==> src/rtl/fp_addsub_axis.sv <==
// Three-stage pipelined floating-point adder/subtractor with joined AXI-Stream operands.
// Stages: unpack/align, magnitude add/sub, normalise/round/pack.
module fp_addsub_axis #(
  parameter int EXP_W = 8,
  parameter int MAN_W = 23,
  localparam int W = 1 + EXP_W + MAN_W
) (
  input  logic         aclk,
  input  logic         aresetn,
  input  logic         s_axis_a_tvalid,
  output logic         s_axis_a_tready,
  input  logic [W-1:0] s_axis_a_tdata,
  input  logic         s_axis_a_tuser,
  input  logic         s_axis_b_tvalid,
  output logic         s_axis_b_tready,
  input  logic [W-1:0] s_axis_b_tdata,
  output logic         m_axis_result_tvalid,
  input  logic         m_axis_result_tready,
  output logic [W-1:0] m_axis_result_tdata,
  output logic [2:0]   m_axis_result_tuser
);

  localparam int F       = MAN_W + 4;  // hidden + mantissa + guard/round/sticky
  localparam int EXP_MAX = (1 << EXP_W) - 1;
  localparam logic [W-1:0] QNAN = {1'b0, {EXP_W{1'b1}}, 1'b1, {(MAN_W-1){1'b0}}};

  typedef struct packed {
    logic             sign;
    logic             zsign;
    logic [EXP_W-1:0] exp;
    logic             spec;
    logic [2:0]       spec_flags;
    logic [W-1:0]     spec_word;
  } ctl_t;

  logic advance, in_fire;
  assign advance         = !m_axis_result_tvalid || m_axis_result_tready;
  assign in_fire         = aresetn && advance && s_axis_a_tvalid && s_axis_b_tvalid;
  assign s_axis_a_tready = in_fire;
  assign s_axis_b_tready = in_fire;

  // Stage 1: unpack, flush subnormals, order by magnitude, align the smaller operand
  logic             sa, sb, sx, sy, swap;
  logic             a_zero, b_zero, a_nan, b_nan, a_inf, b_inf;
  logic [EXP_W-1:0] ea, eb, ex, ey, diff;
  logic [MAN_W:0]   ha, hb, hx, hy;
  logic [F-1:0]     y_ext, y_al;
  ctl_t             c1;

  assign sa = s_axis_a_tdata[W-1];
  assign sb = s_axis_b_tdata[W-1] ^ s_axis_a_tuser;
  assign ea = s_axis_a_tdata[W-2:MAN_W];
  assign eb = s_axis_b_tdata[W-2:MAN_W];

  // NOTE: every variable written in always_comb gets a default on every path, or a latch is inferred.
  always_comb begin
    a_zero = (ea == '0);
    b_zero = (eb == '0);
    a_nan  = (&ea) && (|s_axis_a_tdata[MAN_W-1:0]);
    b_nan  = (&eb) && (|s_axis_b_tdata[MAN_W-1:0]);
    a_inf  = (&ea) && !(|s_axis_a_tdata[MAN_W-1:0]);
    b_inf  = (&eb) && !(|s_axis_b_tdata[MAN_W-1:0]);
    ha     = a_zero ? '0 : {1'b1, s_axis_a_tdata[MAN_W-1:0]};
    hb     = b_zero ? '0 : {1'b1, s_axis_b_tdata[MAN_W-1:0]};
    swap   = {eb, hb} > {ea, ha};
    sx     = swap ? sb : sa;
    sy     = swap ? sa : sb;
    ex     = swap ? eb : ea;
    ey     = swap ? ea : eb;
    hx     = swap ? hb : ha;
    hy     = swap ? ha : hb;
    diff   = ex - ey;
    y_ext  = {hy, 3'b000};
    if (32'(diff) >= MAN_W + 3)
      y_al = {{(F-1){1'b0}}, |hy};
    else
      y_al = (y_ext >> diff) | {{(F-1){1'b0}}, |(y_ext & ~({F{1'b1}} << diff))};

    c1       = '0;
    c1.sign  = sx;
    c1.zsign = sx & sy;  // only (-0)+(-0) keeps a negative zero
    c1.exp   = ex;
    if (a_nan || b_nan || (a_inf && b_inf && (sa != sb))) begin
      c1.spec       = 1'b1;
      c1.spec_word  = QNAN;
      c1.spec_flags = 3'b100;
    end else if (a_inf) begin
      c1.spec      = 1'b1;
      c1.spec_word = {sa, {EXP_W{1'b1}}, {MAN_W{1'b0}}};
    end else if (b_inf) begin
      c1.spec      = 1'b1;
      c1.spec_word = {sb, {EXP_W{1'b1}}, {MAN_W{1'b0}}};
    end
  end

  logic         s1_valid, s1_sub;
  ctl_t         s1_ctl;
  logic [F-1:0] s1_mx, s1_my;

  // Stage 2: |X| >= |Y| after alignment, so the difference never goes negative
  logic [F:0] sum_d;
  assign sum_d = s1_sub ? ({1'b0, s1_mx} - {1'b0, s1_my}) : ({1'b0, s1_mx} + {1'b0, s1_my});

  logic       s2_valid;
  ctl_t       s2_ctl;
  logic [F:0] s2_sum;

  // Stage 3: normalise, round to nearest even, pack and classify
  int               lzc, exp_i;
  logic [F-1:0]     norm;
  logic             round_up;
  logic [MAN_W+1:0] mant_r;
  logic [MAN_W-1:0] frac;
  logic [W-1:0]     res_word;
  logic [2:0]       res_flags;

  always_comb begin
    lzc = F;
    for (int i = 0; i < F; i++)
      if (s2_sum[i]) lzc = F - 1 - i;
    if (s2_sum[F]) begin
      norm  = {s2_sum[F:2], s2_sum[1] | s2_sum[0]};
      exp_i = int'(s2_ctl.exp) + 1;
    end else begin
      norm  = s2_sum[F-1:0] << lzc;
      exp_i = int'(s2_ctl.exp) - lzc;
    end
    round_up = norm[2] & (norm[3] | norm[1] | norm[0]);
    mant_r   = {1'b0, norm[F-1:3]} + {{(MAN_W+1){1'b0}}, round_up};
    frac     = mant_r[MAN_W-1:0];
    if (mant_r[MAN_W+1]) begin
      exp_i = exp_i + 1;
      frac  = mant_r[MAN_W:1];
    end

    res_flags = 3'b000;
    if (s2_ctl.spec) begin
      res_word  = s2_ctl.spec_word;
      res_flags = s2_ctl.spec_flags;
    end else if (s2_sum == '0) begin
      res_word = {s2_ctl.zsign, {(W-1){1'b0}}};
    end else if (exp_i >= EXP_MAX) begin
      res_word  = {s2_ctl.sign, {EXP_W{1'b1}}, {MAN_W{1'b0}}};
      res_flags = 3'b010;
    end else if (exp_i <= 0) begin
      res_word  = {s2_ctl.sign, {(W-1){1'b0}}};
      res_flags = 3'b001;
    end else begin
      res_word = {s2_ctl.sign, EXP_W'(exp_i), frac};
    end
  end

  // NOTE: sequential state uses non-blocking assignments so every stage samples pre-edge values.
  always_ff @(posedge aclk or negedge aresetn) begin
    if (!aresetn) begin
      s1_valid             <= 1'b0;
      s1_sub               <= 1'b0;
      s1_ctl               <= '0;
      s1_mx                <= '0;
      s1_my                <= '0;
      s2_valid             <= 1'b0;
      s2_ctl               <= '0;
      s2_sum               <= '0;
      m_axis_result_tvalid <= 1'b0;
      m_axis_result_tdata  <= '0;
      m_axis_result_tuser  <= '0;
    end else if (advance) begin
      s1_valid             <= in_fire;
      s1_sub               <= sx ^ sy;
      s1_ctl               <= c1;
      s1_mx                <= {hx, 3'b000};
      s1_my                <= y_al;
      s2_valid             <= s1_valid;
      s2_ctl               <= s1_ctl;
      s2_sum               <= sum_d;
      m_axis_result_tvalid <= s2_valid;
      m_axis_result_tdata  <= res_word;
      m_axis_result_tuser  <= res_flags;
    end
  end

endmodule

==> config.mk <==
export PLATFORM = sky130hd
export DESIGN_NAME = fp_addsub_axis
export DESIGN_NICKNAME = d
export VERILOG_FILES = /design/src/rtl/fp_addsub_axis.sv
export SDC_FILE = /design/constraint.sdc
export NUM_CORES = 1
export LEC_CHECK = 0
export ABC_AREA = 1
export BUFFER_PORTS_ARGS = -buffer_cell sky130_fd_sc_hd__buf_2
export CAP_MARGIN = 20
export CORE_MARGIN = 2
export CORE_UTILIZATION = 50
export DETAILED_ROUTE_END_ITERATION = 16
export PLACE_DENSITY = 0.73
export SYNTH_ARGS = -nofsm -noshare
export SYNTH_HDL_FRONTEND = slang
export SYNTH_SLANG_ARGS = --single-unit
==> constraint.sdc <==
create_clock -name aclk -period 5.69 [get_ports aclk]
set_input_delay 1.138 -clock aclk [delete_from_list [all_inputs] [get_ports aclk]]
set_output_delay 1.138 -clock aclk [all_outputs]
set_load 0.005 [all_outputs]
==> reports/qor.yml, run 1 <==
crit_path_max_fanout: 8
holdBufCountCts: 0
synth_top_area_share_pct: 24.3
crit_top_cell: "nand2_1"
die-area_um2: 31000
maxSlewHeadroom_pct: 21.2
synth_top_area_cell: "dfrtp_1"
rows: 63
clk_latency_ns: 0.46
dominantRegCellSynth: "dfrtp_1"
regToRegSetupSlack_ns: 0.40
grt_pass1_wl_um: 86700
finClkSkew_ns: 0.0119
syn_avg_cell_area_um2: 6.14
drc: 0
cellLeakagePower_nw: 9.56
grt_overflow_total: 0
via_per_inst: 5.68
rsz0062_at_grt: "yes"
crit_arrival_ns: 5.84
required_ns: 6.03
first_pass_iters: 6
fmax_ghz: 0.182
maxCapViolCount: 0
start_util_pct: 50.4
fin_setup_tns_ns: 0
placedCellCount: 3050
fp.dieH_um: 176
worstSetupPathType: "input port to register"
root_buffer: "clkbuf_16"
p_clk_share_pct: 14.2
hold_viol: 0
synth-edff-count: 0
yosysWarnings: 0
p_seq_share_pct: 19.1
cts_sinks: 144
comb_power_share_pct: 66.7
synthesis.area_um2: 14800
worstSetupEndpointType: "register"
async_flop_share_pct: 100
status: "finished, final reports clean"
synthDistinctLibCells: 57
gp_congestion: 1.00
cp-start-kind: "input port"
hold_path_class: "register to register"
irDropWorstVdd_uv: 216
worst_path_max_delay_cell: "ha_1"
clk_pin_slew_ns: 0.07
yosys-top-cells-area: "dfrtp_1, nand2_1, nand3_1"
fp.dieW_um: 176
num_vias: 17682
io_pins: 108
fin_crit_ns: 5.50
grt_pass1_vias: 16555
cts_made_buffers: 17
power_mw: 8.46
synth_fp_nets: 2579
drt-initial-drc-count: 1612
switching_share_pct: 53.2
diodes: 0
syn-instance-count: 2415
cts-htree-levels: 4
final_nets: 2873
grt_max_degree: 85
fp.coreArea_um2: 29400
setup_viol: 0
slowest_delay_ns: 0.29
powerDensity_nw_per_um2: 457
antenna_found_initial: 0
drive_above_1_share_pct: 18.9
tritoncts: "yes"
dp_hpwl_um: 42600
wl_um: 55000
wl_per_cell_um: 17.7
internal-power_mw: 3.96
finalCritPeriodShare_pct: 96.7
switching_power_mw: 4.50
utilization_pct: 62.9
ys_ff_latch: 144
final_max_slew_viol_count: 0
drtAntennaViolNets: 0
track_usage_pct: 35.3
port-buffer-count: 107
cts_buffer_depth: 2
syn_to_final_growth_pct: 24.9
fin_cells: 3112
tightest_slew_ns: 1.17
ys_seq_area_share_pct: 24.3
-- layout by cell type, fill, tap and decap left out, types with 12 or more instances in the layout --
cell type and n:
nand2_1 685, clkbuf_16 18, buf_2 106, nand4_1 40, buf_4 258, o31ai_1 12, a31oi_1 22, inv_1 247
ha_1 91, nor3_1 21, o21ai_1 18, nand2_2 12, inv_2 12, xor2_1 42, nor4_1 13, dfrtp_1 143
o211ai_1 16, nor2_1 192, a21oi_1 116, o21ai_0 184, nand3_1 312
-- cell usage after synthesis (all sizes together), types with 3 or more instances --
master and instances:
a211oi 7, a21oi 122, a22oi 4, a31oi 26
buf 24, clkbuf 80, clkinv 6, dfrtp 144
ha 92, inv 260, nand2 702, nand3 317
nand4 41, nor2 215, nor3 26, nor4 15
o211ai 16, o21ai 209, o21bai 9, o221ai 3
o22ai 7, o31ai 13, xnor2 7, xor2 43
-- worst paths after layout --
path	start	to	cells past startpoint
worst max-delay path	s_axis_b_tdata[26]	s1_my[5]	38
worst min-delay path	s2_valid	m_axis_result_tvalid	2
worst max register to register	s2_sum[1]	m_axis_result_tdata[29]	46
worst min register to register	s2_valid	m_axis_result_tvalid	2
max in group asynchronous	aresetn	s2_sum[0]	3
min in group asynchronous	aresetn	s2_sum[16]	1
-- area by class of cell --
| cell class | instances | area [um^2] |
|---|---|---|
| clock buffers | 20 | 467 |
| clock inverters | 12 | 146 |
| fillers | 2813 | 10900 |
| inverters | 266 | 1000 |
| multi-input cells | 1901 | 10100 |
| flip-flops and latches | 144 | 3600 |
| well taps | 390 | 488 |
| repair buffers | 378 | 2690 |
| repair inverters | 1 | 7.51 |
-- per-stage QoR --
| stage | worst slack (ns) | cell area (um^2) | hold slack, ns |
|---|---|---|---|
| finish | 0.185 | 18500 | 0.454 |
| global route | -0.166 | 18500 | 0.492 |
| CTS | 0.0187 | 18000 | 0.456 |
| detailed placement | -0.783 | 17300 | 0.438 |
| global placement | -0.642 | 17300 | 0.436 |
| floorplan | 0.0200 | 14800 | 0.420 |
-- critical path, delay by kind of cell --
| kind | cells | cell delay (ns) |
|---|---|---|
| AOI/OAI and AO/OA | 7 | 1.01 |
| buffers and inverters | 10 | 1.24 |
| xor gates and xnor gates | 1 | 0.24 |
| adders and majority gates | 2 | 0.46 |
| and+or+nand+nor | 18 | 1.74 |
-- power groups by stage --
stage	logic, mW	clock network, mW	registers [mW]
5_1_grt	6.29	1.25	1.64
4_1_cts	5.38	1.21	1.60
2_1_floorplan	3.60	0	1.54
3_3_place_gp	5.28	0	1.61
3_5_place_dp	5.33	0	1.61
6_report	5.64	1.20	1.61
-- per-layer routing --
layer,GRT usage [%],up-vias,wire length [um]
met5,0,-,0
met4,21.5,0,3700
met3,3.68,190,3150
met2,59.0,745,25700
met1,44.0,8142,22400
li1,-,8605,-
-- what timing repair did --
item,CTS,global route
pin swaps,2,32
resized for setup,10,90
setup buffers,3,24
cloned,1,2
setup endpoints to repair,25,59
-- state kept, by name, indices dropped and copies added (netlist names), 3 cells and up --
name / flops
s1_my: 27
s1_mx: 24
m_axis_result_tdata: 32
m_axis_result_tuser: 3
s2_ctl: 13
s1_ctl: 13
s2_sum: 28
-- kinds of logic (layout without fill, tap and decap cells) --
| logic type | count (synthesis) | in the layout | share of synthesized area [%] |
|---|---|---|---|
| AO/OA/AOI/OAI | 433 | 433 | 16.4 |
| AND/OR/NAND/NOR | 1323 | 1323 | 38.5 |
| XOR/XNOR | 50 | 50 | 2.96 |
| adder cells (fa/ha/maj) | 94 | 94 | 8.04 |
| flip-flops | 144 | 144 | 24.3 |
| multiplexers | 1 | 1 | 0.0675 |
| buffers and inverters | 370 | 677 | 9.77 |
Power figures use the tool's default switching activity.
==> inputs of run 2 (changes only) <==
--- a/config.mk
+++ b/config.mk
@@ -12,6 +12,7 @@
 export CORE_UTILIZATION = 50
 export DETAILED_ROUTE_END_ITERATION = 16
 export PLACE_DENSITY = 0.73
+export SETUP_SLACK_MARGIN = 0.2
 export SYNTH_ARGS = -nofsm -noshare
 export SYNTH_HDL_FRONTEND = slang
 export SYNTH_SLANG_ARGS = --single-unit
==> run 2 against run 1 <==
Against the previous run: via count is 1.5% higher; clock power is 5% lower; worst hold slack better by 0.018 ns.
==> reports/qor.yml, run 2 (same netlist as run 1, synthesis figures left out) <==
crit_path_max_fanout: 7  # -1
required_ns: 5.98  # -0.05 ns
layout_common_cells: "nand2_1, nand3_1, buf_4"
first_pass_iters: 8  # +2
p_clk_share_pct: 13.2  # -1.0 points
comb_power_share_pct: 67.7  # +1.0 points
worst_path_max_delay_cell: "a21oi_1"
regToRegSetupSlack_ns: 0.63  # +0.23 ns
via_per_inst: 5.73  # +0.90%
final_common_cell: "nand2_1"
fmax_ghz: 0.184  # +1.1%
cellLeakagePower_nw: 9.75  # +2.0%
start_util_pct: 50.4  # unchanged
grt_pass1_wl_um: 86600  # -0.13%
finClkSkew_ns: 0.0205  # +0.00860 ns
fp.dieH_um: 176  # unchanged
crit_arrival_ns: 5.74  # -0.10 ns
fin_crit_ns: 5.45  # -0.0596 ns
setup_viol: 0  # unchanged
port-buffer-count: 107  # unchanged
final_max_slew_viol_count: 0  # unchanged
cts_buffer_depth: 2  # unchanged
whs_path_depth: 2  # unchanged
largest_reg_flops: 32  # unchanged
rsz0062_at_grt: "yes"
fin_cells: 3130  # +0.58%
final_area_um2: 19200  # +3.6%
drt-initial-drc-count: 1579  # -2.0%
fp.dieW_um: 176  # unchanged
status: "finished, final reports clean"
final_nets: 2891  # +0.63%
placedCellCount: 3058  # +0.26%
cts_made_buffers: 17  # unchanged
worstSetupEndpointType: "register"
io_pins: 108  # unchanged
antenna_found_initial: 0  # unchanged
root_buffer: "clkbuf_16"
maxCapViolCount: 0  # unchanged
syn_to_final_growth_pct: 29.4
num_vias: 17945  # +1.5%
gp_congestion: 0.994  # -0.61%
switching_power_mw: 4.65  # +3.3%
fin_hold_ws_ns: 0.472  # +0.0183 ns
diodes: 0  # unchanged
die-area_um2: 31000  # unchanged
crit_top_cell: "nand2_2"
regMostFlops: "m_axis_result_tdata"
timing.rr.start: "s2_sum[1]"
rows: 63  # unchanged
cpLargestDelayFamily: "compound AO/OA/AOI/OAI gates"
cts-htree-levels: 4  # unchanged
worst-path-buf-inv: 8  # -2
wl_per_cell_um: 18.0  # +2.1%
p_seq_share_pct: 19.1  # about the same
wl_um: 56400  # +2.7%
maxSlewHeadroom_pct: 26.7  # +5.5 points
track_usage_pct: 35.3  # -0.044 points
worstSetupPathType: "input port to register"
irDropWorstVdd_uv: 219  # +1.8%
power_mw: 8.61  # +1.8%
drive_above_1_share_pct: 21.9  # +2.9 points
internal-power_mw: 3.96  # +0.17%
drtAntennaViolNets: 0  # unchanged
powerDensity_nw_per_um2: 449  # -1.7%
holdBufCountCts: 0  # unchanged
place_area_um2: 17300  # +0.25%
fp.coreArea_um2: 29400  # unchanged
finalCritPeriodShare_pct: 95.7  # -1.0 points
hold_path_class: "register to register"
cp-start-kind: "input port"
grt_max_degree: 71  # -16%
clk_latency_ns: 0.45  # about the same
hold_end: "m_axis_result_tdata[0]"
tightest_slew_ns: 1.09  # -0.0813 ns
clk_pin_slew_ns: 0.07  # about the same
min_from: "m_axis_result_tdata[0]"
dp_hpwl_um: 43000  # +0.91%
r2r_end: "m_axis_result_tdata[29]"
grt_pass1_vias: 16573  # +0.11%
tritoncts: "yes"
reg2reg_depth: 47  # +2.2%
drc: 0  # unchanged
grt_overflow_total: 0  # unchanged
hold_viol: 0  # unchanged
switching_share_pct: 54.0  # +0.77 points
slowest_delay_ns: 0.29  # about the same
cts_sinks: 144  # unchanged
fin_setup_tns_ns: 0  # unchanged
reg_top3: "m_axis_result_tdata x32, s2_sum x28, s1_my x27"
run 2: cell count changes in the layout (fill, tap and decap cells not counted), moves of 7 or more:
| cell | change |
|---|---|
| o21ai_0 | -12 |
| ha_1 | -7 |
| buf_4 | +7 |
| nand3_1 | -7 |
| nand2_2 | +15 |
| buf_6 | +10 |
| nor2_1 | -15 |
| nor2_4 | +10 |
| clkinv_8 | +7 |
| nand2_1 | -20 |
run 2: metal layers:
| layer | part of all wire, % | routed length (um) | global-route usage, % |
|---|---|---|---|
| met5 | 0 | 0 | 0 |
| met4 | 5.8 | 3300 | 19.7 |
| met3 | 5.5 | 3090 | 3.83 |
| met2 | 48 | 27100 | 59.4 |
| met1 | 41 | 23000 | 44.1 |
run 2: what timing repair did:
| action | in CTS | in global routing |
|---|---|---|
| buffers inserted | 3 | 32 |
| pin swaps | 9 | 60 |
| setup endpoints to repair | 23 | 59 |
| resized for setup | 29 | 194 |
| gates cloned | 1 | 4 |
run 2: worst reg2reg max path: cells and delay by family (launching register included):
family,cells,cell delay (ns)
buffers and inverters,3,0.38
adders and majority gates,1,0.21
DFF,1,0.40
and+or+nand+nor,40,3.45
AOI/OAI and AO/OA,3,0.55
run 2: worst max path at each step:
stage	to	slack, ns	start	cells after the start
6_report	s1_my[12]	0.24	s_axis_b_tdata[24]	36
5_1_grt	s1_my[0]	-0.002	s_axis_b_tdata[24]	38
4_1_cts	s1_my[14]	0.18	s_axis_b_tdata[26]	34
3_5_place_dp	s1_my[2]	-0.50	s_axis_b_tdata[25]	31
3_3_place_gp	s1_my[2]	-0.41	s_axis_b_tdata[26]	31
2_1_floorplan	s1_my[0]	0.20	s_axis_b_tdata[26]	37
run 2: per-stage QoR:
step / worst slack, ns / util, %
after floorplan: 0.203 / -
after global placement: -0.407 / 59.0
after detailed placement: -0.504 / 59.0
after CTS: 0.181 / 61.4
after global routing: -0.00237 / 65.2
final: 0.245 / 65.2
run 2: power groups by stage:
stage	registers, mW	logic (mW)	clock network [mW]
3_5_place_dp	1.65	5.31	0
5_1_grt	1.67	6.43	1.20
2_1_floorplan	1.54	3.61	0
3_3_place_gp	1.63	5.25	0
6_report	1.65	5.83	1.14
4_1_cts	1.63	5.37	1.15
run 2: layout make-up:
type	instances	area, um^2
Timing Repair Buffer	395	2920
Inverter	266	1010
Clock inverter	15	188
Clock buffer	17	425
Tap cell	390	488
Multi-Input combinational cell	1902	10500
Sequential cell	144	3600
Timing Repair inverter	1	7.51
Fill cell	2699	10200
